$ cat config.mk
export PLATFORM = sky130hd
export DESIGN_NAME = uart_tx_unit_flat
export DESIGN_NICKNAME = d
export VERILOG_FILES = /design/src/rtl/uart_tx_unit_if.sv /design/src/rtl/uart_tx_unit.sv /design/src/flat_wrapper.sv
export SDC_FILE = /design/constraint.sdc
export NUM_CORES = 1
export LEC_CHECK = 0
export ABC_AREA = 1
export CAP_MARGIN = 20
export CORE_ASPECT_RATIO = 0.75
export CORE_MARGIN = 10
export CORE_UTILIZATION = 50
export DETAILED_ROUTE_END_ITERATION = 12
export GPL_TIMING_DRIVEN = 1
export PLACE_DENSITY = 0.73
export REMOVE_ABC_BUFFERS = 1
export SLEW_MARGIN = 30
export SYNTH_ARGS = -nofsm -noshare
export SYNTH_HDL_FRONTEND = slang
export SYNTH_SLANG_ARGS = --single-unit
$ cat constraint.sdc
create_clock -name clock -period 2.12 [get_ports clock]
set_input_delay 0.53 -clock clock [delete_from_list [all_inputs] [get_ports clock]]
set_output_delay 0.53 -clock clock [all_outputs]
set_load 0.05 [all_outputs]
$ cat src/rtl/uart_tx_unit_if.sv
// Host-side bundle for the UART transmitter: request, byte, frame format and line status.
//
// Handshake: the host raises `send` with `data_in`, `parity_type` and `baud_rate`
// valid in the same cycle. The transmitter is ready only while its FSM is idle,
// and that includes the single `done_flag` cycle. When send and ready are both
// high at a rising clock edge, the request is taken. A request made while the
// transmitter is busy is dropped, not held. The host learns that the frame has
// finished from the one-cycle `done_flag` pulse.
interface uart_tx_unit_if;
    logic       send;
    logic [7:0] data_in;
    logic [1:0] parity_type;
    logic [1:0] baud_rate;
    logic       data_tx;
    logic       active_flag;
    logic       done_flag;
    logic [2:0] dbg_state;

    modport master (
        output send, data_in, parity_type, baud_rate,
        input  data_tx, active_flag, done_flag, dbg_state
    );

    modport slave (
        input  send, data_in, parity_type, baud_rate,
        output data_tx, active_flag, done_flag, dbg_state
    );
endinterface

$ cat src/rtl/uart_tx_unit.sv
// UART transmitter: sends one 11-bit frame (start, d0..d7, parity, stop), LSB first.
// The baud tick comes from an internal divider. Every bit lasts DIV clocks, where
// DIV = CLK_FREQ / baud. The line output and the status flags are registered.
// Each of them follows the FSM state one clock later, so a request taken at edge N
// shows its start bit from edge N+1.
module uart_tx_unit #(
    parameter int CLK_FREQ = 50000000
) (
    input  logic           clock,
    input  logic           rst,
    uart_tx_unit_if.slave  bus
);
    localparam logic [15:0] DIV_2400  = 16'(CLK_FREQ / 2400);
    localparam logic [15:0] DIV_4800  = 16'(CLK_FREQ / 4800);
    localparam logic [15:0] DIV_9600  = 16'(CLK_FREQ / 9600);
    localparam logic [15:0] DIV_19200 = 16'(CLK_FREQ / 19200);

    typedef enum logic [2:0] {
        S_IDLE   = 3'd0,
        S_START  = 3'd1,
        S_DATA   = 3'd2,
        S_PARITY = 3'd3,
        S_STOP   = 3'd4
    } state_t;

    state_t      r_state;
    state_t      w_next_state;
    logic [15:0] r_div;
    logic [15:0] r_baud_cnt;
    logic [2:0]  r_bit_cnt;
    logic [7:0]  r_shift;
    logic        r_parity;
    logic        r_data_tx;
    logic        r_active;
    logic        r_done;

    logic [15:0] w_div_sel;
    logic        w_parity_sel;
    logic        w_accept;
    logic        w_bit_end;
    logic        w_tx_next;
    logic        w_active_next;
    logic        w_done_next;

    assign w_accept  = (r_state == S_IDLE) && bus.send;
    assign w_bit_end = (r_state != S_IDLE) && (r_baud_cnt == (r_div - 16'd1));

    // Select the divisor and the parity bit for the request now on the inputs.
    always_comb begin
        w_div_sel = DIV_2400;
        case (bus.baud_rate)
            2'b00:   w_div_sel = DIV_2400;
            2'b01:   w_div_sel = DIV_4800;
            2'b10:   w_div_sel = DIV_9600;
            default: w_div_sel = DIV_19200;
        endcase
        w_parity_sel = 1'b1;
        case (bus.parity_type)
            2'b01:   w_parity_sel = ~^bus.data_in;
            2'b10:   w_parity_sel = ^bus.data_in;
            default: w_parity_sel = 1'b1;
        endcase
    end

    // FSM state register.
    always_ff @(posedge clock or negedge rst) begin
        if (!rst) begin
            r_state <= S_IDLE;
        end else begin
            r_state <= w_next_state;
        end
    end

    // Next state: a frame step happens only at the end of a bit period.
    always_comb begin
        w_next_state = r_state;
        case (r_state)
            S_IDLE:   if (w_accept) w_next_state = S_START;
            S_START:  if (w_bit_end) w_next_state = S_DATA;
            S_DATA:   if (w_bit_end && (r_bit_cnt == 3'd7)) w_next_state = S_PARITY;
            S_PARITY: if (w_bit_end) w_next_state = S_STOP;
            S_STOP:   if (w_bit_end) w_next_state = S_IDLE;
            default:  w_next_state = S_IDLE;
        endcase
    end

    // Output decode: the line level and the flags that the current state calls for.
    always_comb begin
        w_tx_next     = 1'b1;
        w_active_next = (r_state != S_IDLE);
        // Idle while the active flag is still set means STOP has just ended.
        w_done_next   = (r_state == S_IDLE) && r_active;
        case (r_state)
            S_START:  w_tx_next = 1'b0;
            S_DATA:   w_tx_next = r_shift[0];
            S_PARITY: w_tx_next = r_parity;
            default:  w_tx_next = 1'b1;
        endcase
    end

    // Registered outputs, so the serial line has no path from any input.
    always_ff @(posedge clock or negedge rst) begin
        if (!rst) begin
            r_data_tx <= 1'b1;
            r_active  <= 1'b0;
            r_done    <= 1'b0;
        end else begin
            r_data_tx <= w_tx_next;
            r_active  <= w_active_next;
            r_done    <= w_done_next;
        end
    end

    // Datapath: capture the request, run the baud counter, shift out data bits.
    always_ff @(posedge clock or negedge rst) begin
        if (!rst) begin
            r_div      <= 16'd0;
            r_baud_cnt <= 16'd0;
            r_bit_cnt  <= 3'd0;
            r_shift    <= 8'd0;
            r_parity   <= 1'b1;
        end else begin
            if (w_accept) begin
                r_div     <= w_div_sel;
                r_shift   <= bus.data_in;
                r_parity  <= w_parity_sel;
                r_bit_cnt <= 3'd0;
            end else if ((r_state == S_DATA) && w_bit_end) begin
                r_shift   <= r_shift >> 1;
                r_bit_cnt <= r_bit_cnt + 3'd1;
            end
            if ((r_state == S_IDLE) || w_bit_end) begin
                r_baud_cnt <= 16'd0;
            end else begin
                r_baud_cnt <= r_baud_cnt + 16'd1;
            end
        end
    end

    assign bus.data_tx     = r_data_tx;
    assign bus.active_flag = r_active;
    assign bus.done_flag   = r_done;
    assign bus.dbg_state   = r_state;
endmodule

$ cat src/flat_wrapper.sv
// flat-port wrapper written by rule: the top's interface ports become plain ports
module uart_tx_unit_flat 
#(
    parameter int CLK_FREQ = 50000000
)
  (clock, rst, bus_send, bus_data_in, bus_parity_type, bus_baud_rate, bus_data_tx, bus_active_flag, bus_done_flag, bus_dbg_state);
  uart_tx_unit_if bus_i ();
  input  logic clock;
  input  logic rst;
  input wire logic [$bits(bus_i.send)-1:0] bus_send;
  input wire logic [$bits(bus_i.data_in)-1:0] bus_data_in;
  input wire logic [$bits(bus_i.parity_type)-1:0] bus_parity_type;
  input wire logic [$bits(bus_i.baud_rate)-1:0] bus_baud_rate;
  output wire logic [$bits(bus_i.data_tx)-1:0] bus_data_tx;
  output wire logic [$bits(bus_i.active_flag)-1:0] bus_active_flag;
  output wire logic [$bits(bus_i.done_flag)-1:0] bus_done_flag;
  output wire logic [$bits(bus_i.dbg_state)-1:0] bus_dbg_state;
  assign bus_i.send = bus_send;
  assign bus_i.data_in = bus_data_in;
  assign bus_i.parity_type = bus_parity_type;
  assign bus_i.baud_rate = bus_baud_rate;
  assign bus_data_tx = bus_i.data_tx;
  assign bus_active_flag = bus_i.active_flag;
  assign bus_done_flag = bus_i.done_flag;
  assign bus_dbg_state = bus_i.dbg_state;
  uart_tx_unit #(.CLK_FREQ(CLK_FREQ)) u_core (.clock(clock), .rst(rst), .bus(bus_i));
endmodule
==> results of run 1 <==
## final timing paths
| check | slack, ns | end | cells past startpoint |
|---|---|---|---|
| min reg2reg | 0.51 | u_core.r_baud_cnt[0]$_DFF_PN0_ | 1 |
| max | 0.03 | u_core.r_bit_cnt[2]$_DFFE_PN0P_ | 13 |
| max in group asynchronous | 1.40 | u_core.r_baud_cnt[0]$_DFF_PN0_ | 2 |
| min in group clock | 0.51 | u_core.r_baud_cnt[0]$_DFF_PN0_ | 1 |
| min | 0.21 | u_core.r_baud_cnt[12]$_DFF_PN0_ | 1 |
| max reg2reg | 0.03 | u_core.r_bit_cnt[2]$_DFFE_PN0P_ | 13 |
## critical path: cells and delay by family, from the launching register on
| family | cells | cell delay (ns) |
|---|---|---|
| buffers and inverters | 3 | 0.41 |
| and+or+nand+nor | 10 | 1.17 |
| DFF | 1 | 0.41 |
## cell usage after synthesis, types with 6 or more instances
master | count | area share
xor2_1 | 9 | 0.029
a21oi_1 | 7 | 0.013
xnor2_1 | 12 | 0.039
nand3_1 | 37 | 0.069
nor2_1 | 37 | 0.051
nor3_1 | 9 | 0.017
nand2_1 | 114 | 0.16
ha_1 | 11 | 0.051
dfrtp_1 | 41 | 0.38
nor2_2 | 6 | 0.014
inv_1 | 46 | 0.064
o21ai_0 | 8 | 0.015
## final cells by class
type | instances | area, µm² | area share
inverter | 46 | 172.7 | 0.05062
tap | 75 | 93.84 | 0.02751
sequential | 43 | 1080 | 0.3166
timing repair buffer | 44 | 392.9 | 0.1152
multi-input combinational | 274 | 1572 | 0.4607
clock buffer | 8 | 100.1 | 0.02935
## flip-flops by register name (all words and copies together), names as in the netlist
| signal | count |
|---|---|
| u_core.bus.data_tx | 1 |
| u_core.r_parity | 1 |
| u_core.bus.dbg_state | 3 |
| u_core.bus.active_flag | 1 |
| u_core.r_bit_cnt | 3 |
| u_core.bus.done_flag | 1 |
| u_core.r_baud_cnt | 16 |
| u_core.r_div | 9 |
| u_core.r_shift | 8 |
## cells by family after synthesis
| logic type | synth area share |
|---|---|
| flip-flops | 0.3996 |
| AO/OA/AOI/OAI | 0.04404 |
| AND/OR/NAND/NOR | 0.3630 |
| adder cells (fa/ha/maj) | 0.05100 |
| XOR/XNOR | 0.06815 |
| buffers and inverters | 0.07418 |
## repair_timing
item | 4_1_cts | 5_1_grt
pin swaps | 0 | 22
gates cloned | 0 | 1
setup buffers | 0 | 11
endpoints found under the setup margin | 7 | 30
resized for setup | 1 | 41
## routing by layer
layer,vias up,GRT usage,routed length (µm)
li1,1242,-,-
met1,1207,0.2062,3274
met2,68,0.2157,3115
met3,12,0.02855,339
met4,0,0.04851,127
met5,-,0,0
## through the flow
stage	hold WS [ns]	utilization	instances
2_1_floorplan	0.2344	-	362
3_3_place_gp	0.4821	0.5780	470
3_5_place_dp	0.4956	0.5780	470
4_1_cts	0.2249	0.5983	478
5_1_grt	0.2488	0.6441	490
6_report	0.2117	0.6441	490
## power breakdown
group | switching, mW | internal, mW
registers | 0.260 | 1.08
logic | 1.51 | 0.934
clock network | 0.279 | 0.297
total | 2.05 | 2.31
==> summary.txt, run 1 <==
CTS
  – Hold-fix buffers, CTS: 0
  – Cts bufs inserted: 5
  – Deepest level of the CTS H-tree: 2
  – Clk buf depth: 2
  – Clock-pin slew on the worst setup and hold paths: 0.08 ns
  – TritonCTS Sinks: 43
  – Skew-Pair Late Insertion Delay: 0.30 ns
  – CTS tree: done
  – CTS root buf: clkbuf_8

Global routing
  – Vias in the first global route: 2,262
  – Largest net degree at the start of global routing: 26
  – Tot GR Track Use: 0.1459
  – Remaining global-route overflow: 0
  – First-pass GRT wire length: 10,700 µm
  – Initial antenna violation count: 0

STA
  – Tmin final: 2.095 ns
  – Skew final: 0.005259 ns
  – Fin crit share: 0.9882
  – Slew HR: 0.6302
  – Worst Slack Setup Final: 0.02505 ns
  – Setup_tns: 0 ns
  – # setup viols final: 0
  – Unrepaired setup endpoints after global routing: yes
  – Least-Margin Pin Slew: 0.5547 ns
  – Max-slew violations: 0
  – Fmax: 0.4773 GHz
  – Final Hold Viols: 0

Setup path
  – Most frequent cell on the critical path: nand3_1
  – Worst r2r src: u_core.r_div[8]$_DFFE_PN0P_
  – Crit Path Class: flip-flop to flip-flop
  – Worst path arrival time: 2.29 ns
  – Crit path required time: 2.32 ns
  – Slowest stage delay, CP: 0.41 ns
  – Worst-path fanout max: 6
  – Cell Chain, Critical Path: buf_6 > nor2_4 > buf_4 > nand3_2 > nand3_1 > nand3_1 > nor2_2 > nand3_2 > nor2_4 > buf_6 > nand3_4 > nand3_1 > nand2_1
  – Worst setup EP type: flip-flop
  – Slowest CP cell: dfrtp_1
  – Startpoint Class: flip-flop
  – CP startpoint: u_core.r_div[8]$_DFFE_PN0P_

Synth
  – Synthesized area: 2699 µm²
  – Cell variety after synth: 29
  – EDFF count, synth: 0
  – Yosys warnings: 0
  – Syn avg cell area: 7.334 µm²
  – Yosys reg bits: 43
  – Gate Count Post-Synth: 368
  – Synth Flop Type: dfrtp_1
  – Sequential fraction of the synthesis area: 0.3996
  – Post-synth ARST share: 1.000

Cells and area
  – Commonest non-fill, non-tap cell in the layout: nand2_1
  – Nets: 440
  – Layout fillers: 465
  – Layout cells sized above 1: 0.2000
  – Most frequent cells in the layout: nand2_1, inv_1, dfrtp_1
  – Post-route cell area: 3411 µm²
  – Layout area overhead: 26.38%
  – Antenna cells: 0

Die
  – Die Wd: 104.8 µm
  – Ports: 21
  – Core area: 5295 µm²
  – # rows: 23
  – Die footprint: 8767 µm²
  – Initial Util: 0.5097
  – Die Ht: 83.63 µm

Worst hold path
  – Hold Crit Class: input pin to async pin

Placement
  – Port bufs: 20
  – DP Area: 3060 µm²
  – Pre-CTS WS: -0.03394 ns
  – HPWL after detailed placement: 4834 µm
  – Placer Congestion: 1.012

Power and ir drop
  – Power Density: 1277 nW/µm²
  – Worst VDD drop: 0.0007364 V
  – Leak: 1.669 nW
  – Pwr Total: 4.356 mW

Route
  – First DRT Iteration DRCs: 183
  – Drt total wl: 6856 µm
  – DR vias/cell: 5.161
  – Pre-Repair DR Iteration Count: 5
  – Residual DRC count: 0
  – Post-route ant nets: 0
  – Routed vias: 2,529
  – WL/cell: 13.99 µm

Job
  – Max cap viols: 0

Status
  – Outcome: finished, final reports clean
No activity file was read; power rests on OpenSTA's default activity.
==> run 2, diff against run 1 <==
--- a/config.mk
+++ b/config.mk
@@ -13,4 +13,5 @@
 export DETAILED_ROUTE_END_ITERATION = 12
 export GPL_TIMING_DRIVEN = 1
+export HOLD_SLACK_MARGIN = 0.12
 export PLACE_DENSITY = 0.73
 export REMOVE_ABC_BUFFERS = 1
==> constraint.sdc (replaced) <==
create_clock -name clock -period 2.12 [get_ports clock]
set_input_delay 0.53 -clock clock [delete_from_list [all_inputs] [get_ports clock]]
set_output_delay 0.53 -clock clock [all_outputs]
set_load 0.02 [all_outputs]
==> run 2 against run 1 <==
  * First-iteration DRC count is 1.6% lower
  * Total power is 3.9% lower
  * Cell count is 2.2% lower
  * Register-to-register slack better by 0.03 ns
  * Clock power is 18% higher
  * Die area stayed put
  * Clock-buffer cell count is 2 lower
  * Global-route usage is 0.17 points lower
  * Utilization is 1.6 points lower
  * Worst setup slack better by 0.026 ns
  * Sequential cell count stayed put
  * Via count is 2.9% lower
  * Largest power group unchanged
==> summary.txt, run 2 (same netlist as run 1, synthesis figures left out) <==
Power and ir drop
  – Leak: 1.620 nW
  – Combinational power share: 0.522
  – Pint: 2.317 mW
  – Power Density: 1258 nW/µm²
  – Clock network power share: 0.162
  – Pwr Total: 4.186 mW
  – Switching power total: 1.869 mW
  – Worst VDD drop: 0.0005950 V
  – Flop pwr share: 0.316
  – Switching fraction of total power: 0.4465

Route
  – First DRT Iteration DRCs: 180
  – Pre-Repair DR Iteration Count: 5
  – WL/cell: 13.42 µm
  – Post-route ant nets: 0
  – Residual DRC count: 0
  – Drt total wl: 6426 µm
  – Routed vias: 2,455
  – DR vias/cell: 5.125

CTS
  – Skew-Pair Late Insertion Delay: 0.31 ns
  – Clock-pin slew on the worst setup and hold paths: 0.09 ns
  – TritonCTS Sinks: 43
  – CTS root buf: clkbuf_8
  – Deepest level of the CTS H-tree: 2
  – Clk buf depth: 2
  – CTS tree: done
  – Hold-fix buffers, CTS: 0
  – Cts bufs inserted: 5

Placement
  – Placer Congestion: 1.002
  – Port bufs: 20
  – Pre-CTS WS: -0.03211 ns
  – HPWL after detailed placement: 4772 µm

Setup path
  – Worst setup EP type: flip-flop
  – Worst-path fanout max: 5
  – Crit Path Class: flip-flop to flip-flop
  – Slowest stage delay, CP: 0.40 ns
  – Worst path arrival time: 2.27 ns
  – Startpoint Class: flip-flop
  – Crit path required time: 2.33 ns
  – Cell Chain, Critical Path: inv_2 > ha_4 > inv_2 > nand2_2 > nand2_2 > a21oi_2 > nand3_1 > nor2_2 > nand3_2 > nor2_4 > nand2_4 > nand2_4 > nand2_4 > nand2_2 > nand2_1
  – Slowest CP cell: dfrtp_1
  – Delay-heaviest family, CP: simple AND/OR/NAND/NOR gates
  – WP buf/inv: 2

STA
  – Max-slew violations: 0
  – Fin crit share: 0.9759
  – Slew HR: 0.6282
  – # setup viols final: 0
  – Worst Slack Setup Final: 0.05118 ns
  – Unrepaired setup endpoints after global routing: yes
  – Least-Margin Pin Slew: 0.5577 ns
  – Hold slack: 0.2073 ns
  – Skew final: 0.009014 ns
  – Tmin final: 2.069 ns
  – Fmax: 0.4834 GHz
  – Final Hold Viols: 0

Status
  – Outcome: finished, final reports clean

Global routing
  – Initial antenna violation count: 0
  – First-pass GRT wire length: 10,650 µm
  – Vias in the first global route: 2,229
  – Tot GR Track Use: 0.1442
  – Remaining global-route overflow: 0
  – Largest net degree at the start of global routing: 24

Die
  – Ports: 21
  – # rows: 23
  – Die footprint: 8767 µm²
  – Die Ht: 83.63 µm
  – Initial Util: 0.5097
  – Core area: 5295 µm²
  – Die Wd: 104.8 µm

Cells and area
  – Largest register FFs: 16
  – Layout area overhead: 23.27%
  – Commonest non-fill, non-tap cell in the layout: nand2_1
  – Reg with most FFs: u_core.r_baud_cnt
  – Layout fillers: 484
  – Biggest regs: u_core.r_baud_cnt: 16 flops, u_core.r_div: 9 flops, u_core.r_shift: 8 flops
  – Nets: 429
  – Antenna cells: 0
  – Most frequent cells in the layout: nand2_1, inv_1, dfrtp_1
  – Layout cells sized above 1: 0.1683

Job
  – Max cap viols: 0

Worst hold path
  – Hold Crit Class: input pin to async pin
-- run 2: metal layers --
| metal | share of wire | track usage | vias up |
|---|---|---|---|
| met5 | 0 | 0 | - |
| met4 | 0.016 | 0.04353 | 0 |
| met3 | 0.042 | 0.02855 | 14 |
| met2 | 0.44 | 0.2094 | 63 |
| met1 | 0.51 | 0.2081 | 1153 |
| li1 | - | - | 1225 |
-- run 2: layout make-up --
type	count	area, µm²	area share
Timing Repair Buffer	33	312.8	0.09402
Tap cell	75	93.84	0.02821
Multi-Input combinational cell	274	1550	0.4660
Clock inverter	2	35.03	0.01053
Clock buffer	6	82.58	0.02482
Inverter	46	172.7	0.05190
Sequential cell	43	1080	0.3246
-- run 2: timing repair --
| action | 4_1_cts | 5_1_grt |
|---|---|---|
| gates cloned | 0 | 1 |
| pin swaps | 0 | 16 |
| setup endpoints to repair | 9 | 29 |
| setup buffers | 0 | 0 |
| gates resized for setup | 2 | 35 |
-- run 2: path summary, 6_finish.rpt --
path                                                  start                                  end  slack (ns)  depth (start not counted)
min                                                     rst      u_core.r_baud_cnt[12]$_DFF_PN0_        0.21                          1
max reg2reg                     u_core.r_div[9]$_DFFE_PN0P_  u_core.bus.dbg_state[1]$_DFFE_PN0P_        0.05                         15
max in group asynchronous                               rst       u_core.r_baud_cnt[0]$_DFF_PN0_        1.39                          2
min in group clock         u_core.bus.active_flag$_DFF_PN0_       u_core.bus.done_flag$_DFF_PN0_        0.49                          2
min reg2reg                u_core.bus.active_flag$_DFF_PN0_       u_core.bus.done_flag$_DFF_PN0_        0.49                          2
max                             u_core.r_div[9]$_DFFE_PN0P_  u_core.bus.dbg_state[1]$_DFFE_PN0P_        0.05                         15
-- run 2: power groups by stage --
stage	clock [mW]	combinational (mW)	sequential (mW)
final	0.677	2.19	1.32
after global routing	0.719	2.44	1.36
after CTS	0.684	1.94	1.30
after detailed placement	0	1.91	1.32
after global placement	0	1.88	1.31
after floorplan	0	1.25	1.35
-- run 2: worst reg2reg max path, cell delays in order, from the launching register on --
cell and delay (ns):
dfrtp_1 0.40, inv_2 0.08, ha_4 0.27, inv_2 0.03
nand2_2 0.05, nand2_2 0.05, a21oi_2 0.11, nand3_1 0.09
nor2_2 0.15, nand3_2 0.10, nor2_4 0.20, nand2_4 0.13
nand2_4 0.12, nand2_4 0.06, nand2_2 0.06, nand2_1 0.05
-- run 2: stage by stage --
| stage | cell area [µm²] | instances | setup TNS, ns | util |
|---|---|---|---|---|
| 2_1_floorplan | 2671 | 362 | 0 | - |
| 3_3_place_gp | 3070 | 470 | 0 | 0.5799 |
| 3_5_place_dp | 3070 | 470 | -0.1541 | 0.5799 |
| 4_1_cts | 3201 | 478 | 0 | 0.6044 |
| 5_1_grt | 3327 | 479 | -0.3094 | 0.6283 |
| 6_report | 3327 | 479 | 0 | 0.6283 |
==> run 3, diff against run 2 <==
CORE_ASPECT_RATIO = 1.25   (was 0.75)
HOLD_SLACK_MARGIN = default   (was 0.12)
clock period = 1.8 ns   (was 2.12 ns; I/O delays follow)
==> run 3 against run 2 <==
  * The run now ends with setup timing left
  * Worst hold slack got worse by 0.12 ns
  * Register-to-register slack got worse by 0.23 ns
  * Routed wire length rose by 2.7%
  * Critical endpoint is now u_core.r_shift[0]$_DFFE_PN0P_
  * Clock power rose by 17%
  * First-iteration DRC count fell by 49%
  * Critical path depth fell by 1
  * Utilization rose by 5.8 points
  * Global-route usage rose by 1.1 points
  * Critical path type unchanged
  * Sequential power rose by 17%
  * Non-clock buffer count rose by 24
  * Largest cell class unchanged
  * Sequential cell count did not move
  * Cell count rose by 2.3%
==> summary.txt, run 3 (same netlist as run 1, synthesis figures left out) <==
Status
  – Outcome: complete, but fails checks
  – Failing checks: setup timing

Cells and area
  – Multi-input logic area: 1584 µm²
  – Reg with most FFs: u_core.r_baud_cnt
  – Layout fillers: 431
  – Post-route cell area: 3535 µm²
  – Nets: 453
  – Layout area overhead: 30.97%
  – Biggest regs: u_core.r_baud_cnt: 16 flops, u_core.r_div: 9 flops, u_core.r_shift: 8 flops
  – Largest register FFs: 16
  – Commonest non-fill, non-tap cell in the layout: nand2_1
  – Antenna cells: 0
  – Most frequent cells in the layout: nand2_1, inv_1, dfrtp_1
  – Final std cells w/o fill: 490
  – Layout cells sized above 1: 0.2196
  – Register area: 1079 µm²

Placement
  – DP Area: 3194 µm²
  – Port bufs: 20
  – HPWL after detailed placement: 4868 µm
  – Placer Congestion: 0.8960
  – Placed Cells: 474

CTS
  – Hold-fix buffers, CTS: 0
  – Deepest level of the CTS H-tree: 2
  – TritonCTS Sinks: 43
  – Cts bufs inserted: 5
  – CTS tree: done
  – CTS root buf: clkbuf_8
  – Skew-Pair Late Insertion Delay: 0.30 ns
  – Clk buf depth: 2
  – Clock-pin slew on the worst setup and hold paths: 0.08 ns

Global routing
  – First-pass GRT wire length: 11,270 µm
  – Initial antenna violation count: 0
  – Tot GR Track Use: 0.1555
  – Vias in the first global route: 2,517
  – Largest net degree at the start of global routing: 26
  – Remaining global-route overflow: 0

Die
  – Ports: 21
  – Die Wd: 85.71 µm
  – Die footprint: 8754 µm²
  – Core area: 5152 µm²
  – Initial Util: 0.5238
  – Die Ht: 102.1 µm
  – # rows: 29

STA
  – Tmin final: 1.983 ns
  – Skew final: 0.005091 ns
  – # setup viols final: 30
  – Least-Margin Pin Slew: 0.4723 ns
  – Unrepaired setup endpoints after global routing: yes
  – Slew HR: 0.6851
  – Fin crit share: 1.101
  – Max-slew violations: 0
  – Final Hold Viols: 0
  – Worst Slack Setup Final: -0.1826 ns
  – Fmax: 0.5044 GHz

Setup path
  – Worst path arrival time: 2.18 ns
  – Worst setup EP type: flip-flop
  – Crit Path Class: flip-flop to flip-flop
  – Most frequent cell on the critical path: nand2_1
  – Cell Chain, Critical Path: buf_6 > nor2_4 > nand2_2 > nor2_4 > nand2_1 > nand2_1 > nand2_1 > nor2_2 > nand3_2 > nor2_4 > buf_6 > nand3_4 > nand3_2 > nand2_1
  – R2R Setup Slk: -0.18 ns
  – Worst r2r path cells: 14
  – Worst r2r src: u_core.r_div[8]$_DFFE_PN0P_
  – Slowest CP cell: dfrtp_1
  – Worst-path fanout max: 6
  – Crit path required time: 2.00 ns
  – R2R Path End: u_core.r_shift[0]$_DFFE_PN0P_
  – Delay-heaviest family, CP: simple AND/OR/NAND/NOR gates
  – WP buf/inv: 2
  – Startpoint Class: flip-flop
  – Slowest stage delay, CP: 0.41 ns

Power and ir drop
  – Power Density: 1469 nW/µm²
  – Worst VDD drop: 0.001079 V
  – Leak: 1.769 nW

Job
  – Max cap viols: 0

Route
  – Post-route ant nets: 0
  – Routed vias: 2,474
  – Drt total wl: 6598 µm
  – First DRT Iteration DRCs: 92
  – WL/cell: 13.47 µm
  – DR vias/cell: 5.049
  – Residual DRC count: 0
  – Pre-Repair DR Iteration Count: 4

Worst hold path
  – Hold Crit Class: input pin to async pin
==> run 3: cell count changes in the layout (fill, tap and decap cells not counted), sizes merged <==
cell           change
buf               +24
clkdlybuf4s50      -4
dlygate4sd2        +4
==> run 3: through the flow <==
step / TNS [ns] / util / power [mW] / setup slack, ns / hold WS [ns]
6_report: -4.107 / 0.6860 / 5.192 / -0.1826 / 0.09014
3_5_place_dp: -6.873 / 0.6200 / 3.967 / -0.3210 / 0.4387
2_1_floorplan: -4.255 / - / 3.059 / -0.1835 / 0.1544
5_1_grt: -9.713 / 0.6860 / 5.606 / -0.3729 / 0.1274
4_1_cts: -3.840 / 0.6612 / 4.937 / -0.1557 / 0.1114
3_3_place_gp: -5.199 / 0.6200 / 3.906 / -0.2534 / 0.4382
==> run 3: per-layer routing <==
| layer | global-route usage | share of wire | up-vias |
|---|---|---|---|
| li1 | - | - | 1272 |
| met1 | 0.1613 | 0.41 | 1152 |
| met2 | 0.2973 | 0.54 | 35 |
| met3 | 0.02787 | 0.027 | 15 |
| met4 | 0.06599 | 0.027 | 0 |
| met5 | 0 | 0 | - |
==> run 3: what timing repair did <==
action                                  4_1_cts  5_1_grt
pin swaps                                    14       11
gates resized for setup                      26       21
endpoints found under the setup margin       34       30
gates cloned                                  1        0
buffers inserted                              1        6
hold endpoints to repair                      0        0
==> run 3: cell type report <==
type | count | share of cell area
clock buffers | 6 | 0.02336
clock inverters | 2 | 0.009912
inverters | 46 | 0.04885
multi-input cells | 274 | 0.4481
flip-flops and latches | 43 | 0.3051
well taps | 62 | 0.02195
repair buffers | 57 | 0.1427
==> run 3: report_power, final <==
group	total, mW	switching [mW]	leakage (nW)	internal, mW
clock	0.794	0.345	0.0612	0.449
sequential	1.54	0.275	0.562	1.26
combinational	2.86	1.67	1.15	1.18
total	5.19	2.29	1.77	2.90
==> run 3: worst reg2reg max path: stages, from the launching register on <==
cell	delay, ns
dfrtp_1	0.41
buf_6	0.15
nor2_4	0.16
nand2_2	0.10
nor2_4	0.12
nand2_1	0.05
nand2_1	0.05
nand2_1	0.06
nor2_2	0.08
nand3_2	0.10
nor2_4	0.19
buf_6	0.14
nand3_4	0.13
nand3_2	0.09
nand2_1	0.05
==> run 3: worst max path at each step <==
stage                                           start                                   to  slack [ns]  depth (start not counted)
after global placement    u_core.r_div[9]$_DFFE_PN0P_        u_core.r_shift[0]$_DFFE_PN0P_       -0.25                         13
after detailed placement  u_core.r_div[8]$_DFFE_PN0P_        u_core.r_shift[4]$_DFFE_PN0P_       -0.32                         14
after global routing      u_core.r_div[8]$_DFFE_PN0P_        u_core.r_shift[0]$_DFFE_PN0P_       -0.37                         14
final                     u_core.r_div[8]$_DFFE_PN0P_        u_core.r_shift[0]$_DFFE_PN0P_       -0.18                         14
after floorplan           u_core.r_div[8]$_DFFE_PN0P_        u_core.r_shift[0]$_DFFE_PN0P_       -0.18                         14
after CTS                 u_core.r_div[8]$_DFFE_PN0P_  u_core.bus.dbg_state[0]$_DFFE_PN0P_       -0.16                         15
